===== src/rtl/cache_pkg.sv =====
// Shared constants and FSM encoding for the direct-mapped L1 cache.
package cache_pkg;
  localparam int unsigned CACHE_IDX_W    = 3;
  localparam int unsigned WORDS_PER_LINE = 4;
  localparam int unsigned WORD_W         = 32;
  localparam int unsigned LINE_W         = 128;
  localparam int unsigned ADDR_W         = 30;
  localparam int unsigned OFF_W          = 2;
  localparam int unsigned MADDR_W        = 28;
  localparam int unsigned CACHE_TAG_W    = ADDR_W - CACHE_IDX_W - OFF_W;

  typedef enum logic [1:0] {
    IDLE  = 2'd0,
    WBACK = 2'd1,
    ALLOC = 2'd2
  } state_t;
endpackage


===== src/rtl/cache_line_array.sv =====
// Valid/dirty/tag/data storage: combinational read, one word-write port, one line-fill port.
module cache_line_array
  import cache_pkg::*;
#(
  parameter int unsigned IDX_W = CACHE_IDX_W,
  parameter int unsigned TAG_W = CACHE_TAG_W
) (
  input  logic              clk,
  input  logic              rst,
  input  logic [IDX_W-1:0]  idx,
  output logic              rd_valid,
  output logic              rd_dirty,
  output logic [TAG_W-1:0]  rd_tag,
  output logic [LINE_W-1:0] rd_line,
  input  logic              wr_en,
  input  logic [OFF_W-1:0]  wr_off,
  input  logic [WORD_W-1:0] wr_word,
  input  logic              fill_en,
  input  logic [TAG_W-1:0]  fill_tag,
  input  logic [LINE_W-1:0] fill_line
);
  localparam int unsigned LINES = 1 << IDX_W;

  logic [LINES-1:0]  valid_q;
  logic [LINES-1:0]  dirty_q;
  logic [TAG_W-1:0]  tag_q  [LINES];
  logic [LINE_W-1:0] data_q [LINES];

  assign rd_valid = valid_q[idx];
  assign rd_dirty = dirty_q[idx];
  assign rd_tag   = tag_q[idx];
  assign rd_line  = data_q[idx];

  always_ff @(posedge clk) begin
    if (rst) begin
      valid_q <= '0;
      dirty_q <= '0;
    end else if (fill_en) begin
      valid_q[idx] <= 1'b1;
      dirty_q[idx] <= 1'b0;
    end else if (wr_en) begin
      dirty_q[idx] <= 1'b1;
    end
  end

  // Tag and data storage carry no reset; valid gates every use of them.
  always_ff @(posedge clk) begin
    if (fill_en) begin
      tag_q[idx]  <= fill_tag;
      data_q[idx] <= fill_line;
    end else if (wr_en) begin
      data_q[idx][wr_off*WORD_W +: WORD_W] <= wr_word;
    end
  end
endmodule


===== src/rtl/l1_cache.sv =====
// Direct-mapped write-back/write-allocate L1 cache with stall-on-miss and held memory handshake.
// Optional hit/miss counters are enabled by defining CACHE_STATS_EN.
module l1_cache
  import cache_pkg::*;
#(
  parameter int unsigned IDX_W = CACHE_IDX_W,
  parameter int unsigned WORDS = WORDS_PER_LINE
) (
  input  logic                      clk,
  input  logic                      proc_reset,
  input  logic                      proc_read,
  input  logic                      proc_write,
  input  logic [ADDR_W-1:0]         proc_addr,
  input  logic [WORD_W-1:0]         proc_wdata,
  output logic [WORD_W-1:0]         proc_rdata,
  output logic                      proc_stall,
  output logic                      mem_read,
  output logic                      mem_write,
  output logic [MADDR_W-1:0]        mem_addr,
  output logic [WORDS*WORD_W-1:0]   mem_wdata,
  input  logic [WORDS*WORD_W-1:0]   mem_rdata,
  input  logic                      mem_ready
`ifdef CACHE_STATS_EN
  ,
  output logic [31:0]               hit_cnt,
  output logic [31:0]               miss_cnt
`endif
);
  localparam int unsigned TAG_W = ADDR_W - IDX_W - OFF_W;

  state_t state_q, state_d;

  logic [OFF_W-1:0]  off;
  logic [IDX_W-1:0]  idx;
  logic [TAG_W-1:0]  req_tag;
  logic              req, hit;
  logic              rd_valid, rd_dirty;
  logic [TAG_W-1:0]  rd_tag;
  logic [LINE_W-1:0] rd_line;
  logic              wr_en, fill_en;

  assign off     = proc_addr[OFF_W-1:0];
  assign idx     = proc_addr[IDX_W+OFF_W-1:OFF_W];
  assign req_tag = proc_addr[ADDR_W-1:IDX_W+OFF_W];
  assign req     = proc_read | proc_write;
  assign hit     = rd_valid && (rd_tag == req_tag);

  cache_line_array #(
    .IDX_W (IDX_W),
    .TAG_W (TAG_W)
  ) u_array (
    .clk       (clk),
    .rst       (proc_reset),
    .idx       (idx),
    .rd_valid  (rd_valid),
    .rd_dirty  (rd_dirty),
    .rd_tag    (rd_tag),
    .rd_line   (rd_line),
    .wr_en     (wr_en),
    .wr_off    (off),
    .wr_word   (proc_wdata),
    .fill_en   (fill_en),
    .fill_tag  (req_tag),
    .fill_line (mem_rdata)
  );

  assign proc_rdata = (state_q == IDLE && hit) ? rd_line[off*WORD_W +: WORD_W] : '0;

  always_ff @(posedge clk) begin
    if (proc_reset) state_q <= IDLE;
    else            state_q <= state_d;
  end

  always_comb begin
    state_d    = state_q;
    proc_stall = 1'b0;
    wr_en      = 1'b0;
    fill_en    = 1'b0;
    case (state_q)
      IDLE: begin
        if (req) begin
          if (hit) begin
            wr_en = proc_write;
          end else begin
            proc_stall = 1'b1;
            state_d    = (rd_valid && rd_dirty) ? WBACK : ALLOC;
          end
        end
      end
      WBACK: begin
        proc_stall = 1'b1;
        if (mem_ready) state_d = ALLOC;
      end
      ALLOC: begin
        proc_stall = 1'b1;
        if (mem_ready) begin
          fill_en = 1'b1;
          state_d = IDLE;
        end
      end
      default: state_d = IDLE;
    endcase
  end

  // Memory request registers follow the state transitions so strobes, address and victim stay held.
  always_ff @(posedge clk) begin
    if (proc_reset) begin
      mem_read  <= 1'b0;
      mem_write <= 1'b0;
      mem_addr  <= '0;
      mem_wdata <= '0;
    end else begin
      case (state_q)
        IDLE: begin
          if (state_d == WBACK) begin
            mem_write <= 1'b1;
            mem_addr  <= {rd_tag, idx};
            mem_wdata <= rd_line;
          end else if (state_d == ALLOC) begin
            mem_read <= 1'b1;
            mem_addr <= {req_tag, idx};
          end
        end
        WBACK: begin
          if (mem_ready) begin
            mem_write <= 1'b0;
            mem_read  <= 1'b1;
            mem_addr  <= {req_tag, idx};
          end
        end
        ALLOC: begin
          if (mem_ready) mem_read <= 1'b0;
        end
        default: ;
      endcase
    end
  end

`ifdef CACHE_STATS_EN
  always_ff @(posedge clk) begin
    if (proc_reset) begin
      hit_cnt  <= '0;
      miss_cnt <= '0;
    end else if (state_q == IDLE && req) begin
      if (hit && hit_cnt != '1)   hit_cnt  <= hit_cnt + 32'd1;
      if (!hit && miss_cnt != '1) miss_cnt <= miss_cnt + 32'd1;
    end
  end
`endif
endmodule

===== config.mk =====
export PLATFORM = sky130hd
export DESIGN_NAME = l1_cache
export DESIGN_NICKNAME = d
export VERILOG_FILES = /design/src/rtl/cache_pkg.sv /design/src/rtl/cache_line_array.sv /design/src/rtl/l1_cache.sv
export SDC_FILE = /design/constraint.sdc
export NUM_CORES = 1
export LEC_CHECK = 0
export CAP_MARGIN = 30
export CELL_PAD_IN_SITES_DETAIL_PLACEMENT = 0
export CELL_PAD_IN_SITES_GLOBAL_PLACEMENT = 1
export CORE_AREA = 5 5 344 346
export DETAILED_ROUTE_END_ITERATION = 10
export DIE_AREA = 0 0 349 351
export PLACE_DENSITY_LB_ADDON = 0.1
export REMOVE_ABC_BUFFERS = 1
export SLEW_MARGIN = 30
export SYNTH_ARGS = -nofsm -noshare
export SYNTH_HDL_FRONTEND = slang
export SYNTH_SLANG_ARGS = --single-unit

===== constraint.sdc =====
create_clock -name clk -period 14.1 [get_ports clk]
set_input_delay 4.23 -clock clk [delete_from_list [all_inputs] [get_ports clk]]
set_output_delay 4.23 -clock clk [all_outputs]
set_load 0.01 [all_outputs]

==> metrics.yaml <==
clocking:
  clock-root-buffer: "clkbuf_16"
  clock-sinks: 1400
  post_cts_buffers: 0
  hold_buffers: 0
  clkLatencyLatePin_ps: 760
  cts_buffer_depth: 3
  clk_pin_slew_ps: 50
  postCtsResizedCells: 0
  htree_levels: 4
  numCtsBuffers: 146
  cts_tree: "done"
sta:
  finalSetupViolations: 0
  worst_slack_ps: 1200
  slew_headroom_pct: 30.4
  skew_ps: 29.2
  finalWorstPathRequiredPeriod_ps: 12900
  hold_viol_final: 0
  hold-worst-slack_ps: 465
  tns_ps: 0
  finalCritPeriodShare_pct: 91.5
  rsz0062_at_grt: "false"
  fmax_mhz: 77.5
  worst_slew_pin_slew_ps: 1040
  drv_slew: 0
final_layout:
  utilization_pct: 56.9
  fin_nets: 4142
  layout_commonest_cell: "edfxtp_1"
  fin_cells: 5586
  final_area_um2: 65500
  drive_above_1_share_pct: 13.5
  area_growth_pct: 19.9
  mostFrequentLayoutCells: "1,224 x edfxtp_1, 380 x clkdlybuf4s50_1, 290 x nand2_1, 252 x nor2_1, 217 x a22oi_1"
  num-fill-cells: 9072
die:
  die_h_um: 351
  die_area_um2: 122000
  die_x_um: 349
  rows: 125
  io_pins: 386
  start_util_pct: 47.5
  core_um2: 115000
yosys:
  yosys_register_bits: 1400
  ys_async_sr_fraction_pct: 0
  synthCells: 3539
  syn_area_um2: 54700
  synth_cell_types: 65
  synth_seq_area_share_pct: 73.7
  synth_edf_count: 1224
  avgSynthCellArea_um2: 15.4
  yosysWarnings: 0
  synthFlopType: "edfxtp_1"
pwr:
  switching_share_pct: 22.1
  pwr-share-clk_pct: 42.2
  vdd_ir_drop_max_mv: 0.111
  power.density_nw_per_um2: 137
  leakagePower_nw: 20.9
  p_seq_share_pct: 50.9
  p_int_mw: 6.99
  finalPower_mw: 8.97
  combinationalPowerShare_pct: 6.9
  switching_power_mw: 1.98
route:
  wl_um: 192000
  ant_nets: 0
  drc_errors: 0
  routed_via_density: 6.34
  vias: 35400
  drtIter0Drc: 4311
  avgRoutedWirePerCell_um: 34.4
  firstDrtPassIters: 5
critical_path:
  max_stage_delay_ps: 700
  cp-start-kind: "primary input"
  cp_slowest_cell: "nor4_4"
  crit_required_ps: 9870
  cp-end-kind: "output pin"
  path_class: "in2out"
  path_cells: "buf_8 -> inv_1 -> a221o_1 -> o2bb2ai_1 -> xor2_1 -> or3_1 -> nor4_4 -> nand2_2 -> buf_4 -> nor2_1 -> clkdlybuf4s50_1"
  crit_arrival_ps: 8670
  crit_fanout: 97
global_routing:
  track_usage_pct: 30.8
  grt_max_degree: 154
  overflow: 0
  grt_pass1_vias: 34900
  grt_pass1_wl_um: 266000
  antenna_found_initial: 5
placed_design:
  place_inst: 5313
  preCtsSetupSlack_ps: 1290
  place_area_um2: 60800
  dp_hpwl_um: 116000
  routabilityCongestion: 0.853
  io_buffers: 385
status:
  status: "completed"
run:
  cap_violations: 0
min_path:
  min_path_type: "reg2reg"
==> area by class of cell <==
type | instances | area, um2 | share of cell area (%)
well taps | 1524 | 1910 | 2.91
clock inverters | 56 | 500 | 0.764
flip-flops and latches | 1400 | 40300 | 61.5
repair buffers | 492 | 4800 | 7.32
clock buffers | 211 | 4200 | 6.41
multi-input cells | 1871 | 13700 | 21.0
inverters | 26 | 97.6 | 0.149
diodes | 6 | 15.0 | 0.0229
==> synth_stat cells (all sizes together), types with 17 or more instances <==
cell / number / area, um2
o21ai: 149 / 746
mux4: 70 / 1580
and4: 32 / 280
edfxtp: 1224 / 36800
mux2i: 137 / 1370
inv: 26 / 97.6
buf: 68 / 383
o2bb2ai: 25 / 219
a21oi: 79 / 399
a22oi: 217 / 1630
o22ai: 18 / 113
and3: 29 / 181
nand2: 291 / 1090
a22o: 33 / 289
dfxtp: 176 / 3520
a221o: 17 / 170
nor3: 29 / 145
mux2: 87 / 980
a211oi: 120 / 901
a221oi: 126 / 1100
clkbuf: 174 / 653
nor2: 300 / 1130
==> flip-flops by register name, summed over array words and instances (netlist names), named ones only <==
name and cells:
u_array.valid_q 8, mem_read 1, mem_write 1, u_array.data_q 1024
mem_wdata 128, u_array.tag_q 200, mem_addr 28, state_q 2
==> critical path, delay by kind of cell <==
kind / cells / cell delay (ps)
and+or+nand+nor: 4 / 1470
xor gates and xnor gates: 1 / 170
buffers and inverters: 4 / 2050
AOI/OAI and AO/OA: 2 / 570
==> power by group through the flow <==
| stage | clock network [mW] | registers, mW | logic (mW) |
|---|---|---|---|
| detailed placement | 0 | 4.65 | 0.617 |
| CTS | 3.83 | 4.56 | 0.620 |
| global route | 4.01 | 4.56 | 0.650 |
| global placement | 0 | 4.65 | 0.607 |
| floorplan | 0 | 4.65 | 0.258 |
| finish | 3.79 | 4.56 | 0.623 |
==> metal layers <==
layer | track usage, % | share of wire (%) | vias up
met4 | 14.6 | 5.3 | 0
met3 | 4.91 | 8.3 | 388
li1 | - | - | 14800
met5 | 0 | 0 | -
met2 | 51.3 | 49 | 2051
met1 | 40.0 | 38 | 18200
==> path summary, 6_finish.rpt <==
path                                               startpoint                    endpoint  slack, ps  depth (start not counted)
worst min register to register      mem_addr[21]$_SDFFE_PP0P_   mem_addr[21]$_SDFFE_PP0P_        460                          1
worst min-delay path                mem_addr[21]$_SDFFE_PP0P_   mem_addr[21]$_SDFFE_PP0P_        460                          1
worst max-delay path                             proc_addr[4]              proc_rdata[11]       1200                         11
worst max register to register  u_array.tag_q[7][2]$_DFFE_PP_  mem_wdata[45]$_SDFFE_PP0P_       8800                         12
==> cells by family after synthesis <==
| logic type | Yosys count | synth area share, % |
|---|---|---|
| DFF | 1400 | 73.7 |
| AOI/OAI and AO/OA | 815 | 10.7 |
| and+or+nand+nor | 734 | 5.90 |
| muxes | 294 | 7.18 |
| buffers and inverters | 268 | 2.07 |
| xor gates and xnor gates | 18 | 0.288 |
| adders and majority gates | 10 | 0.229 |
(Power assumes the default switching activity.)
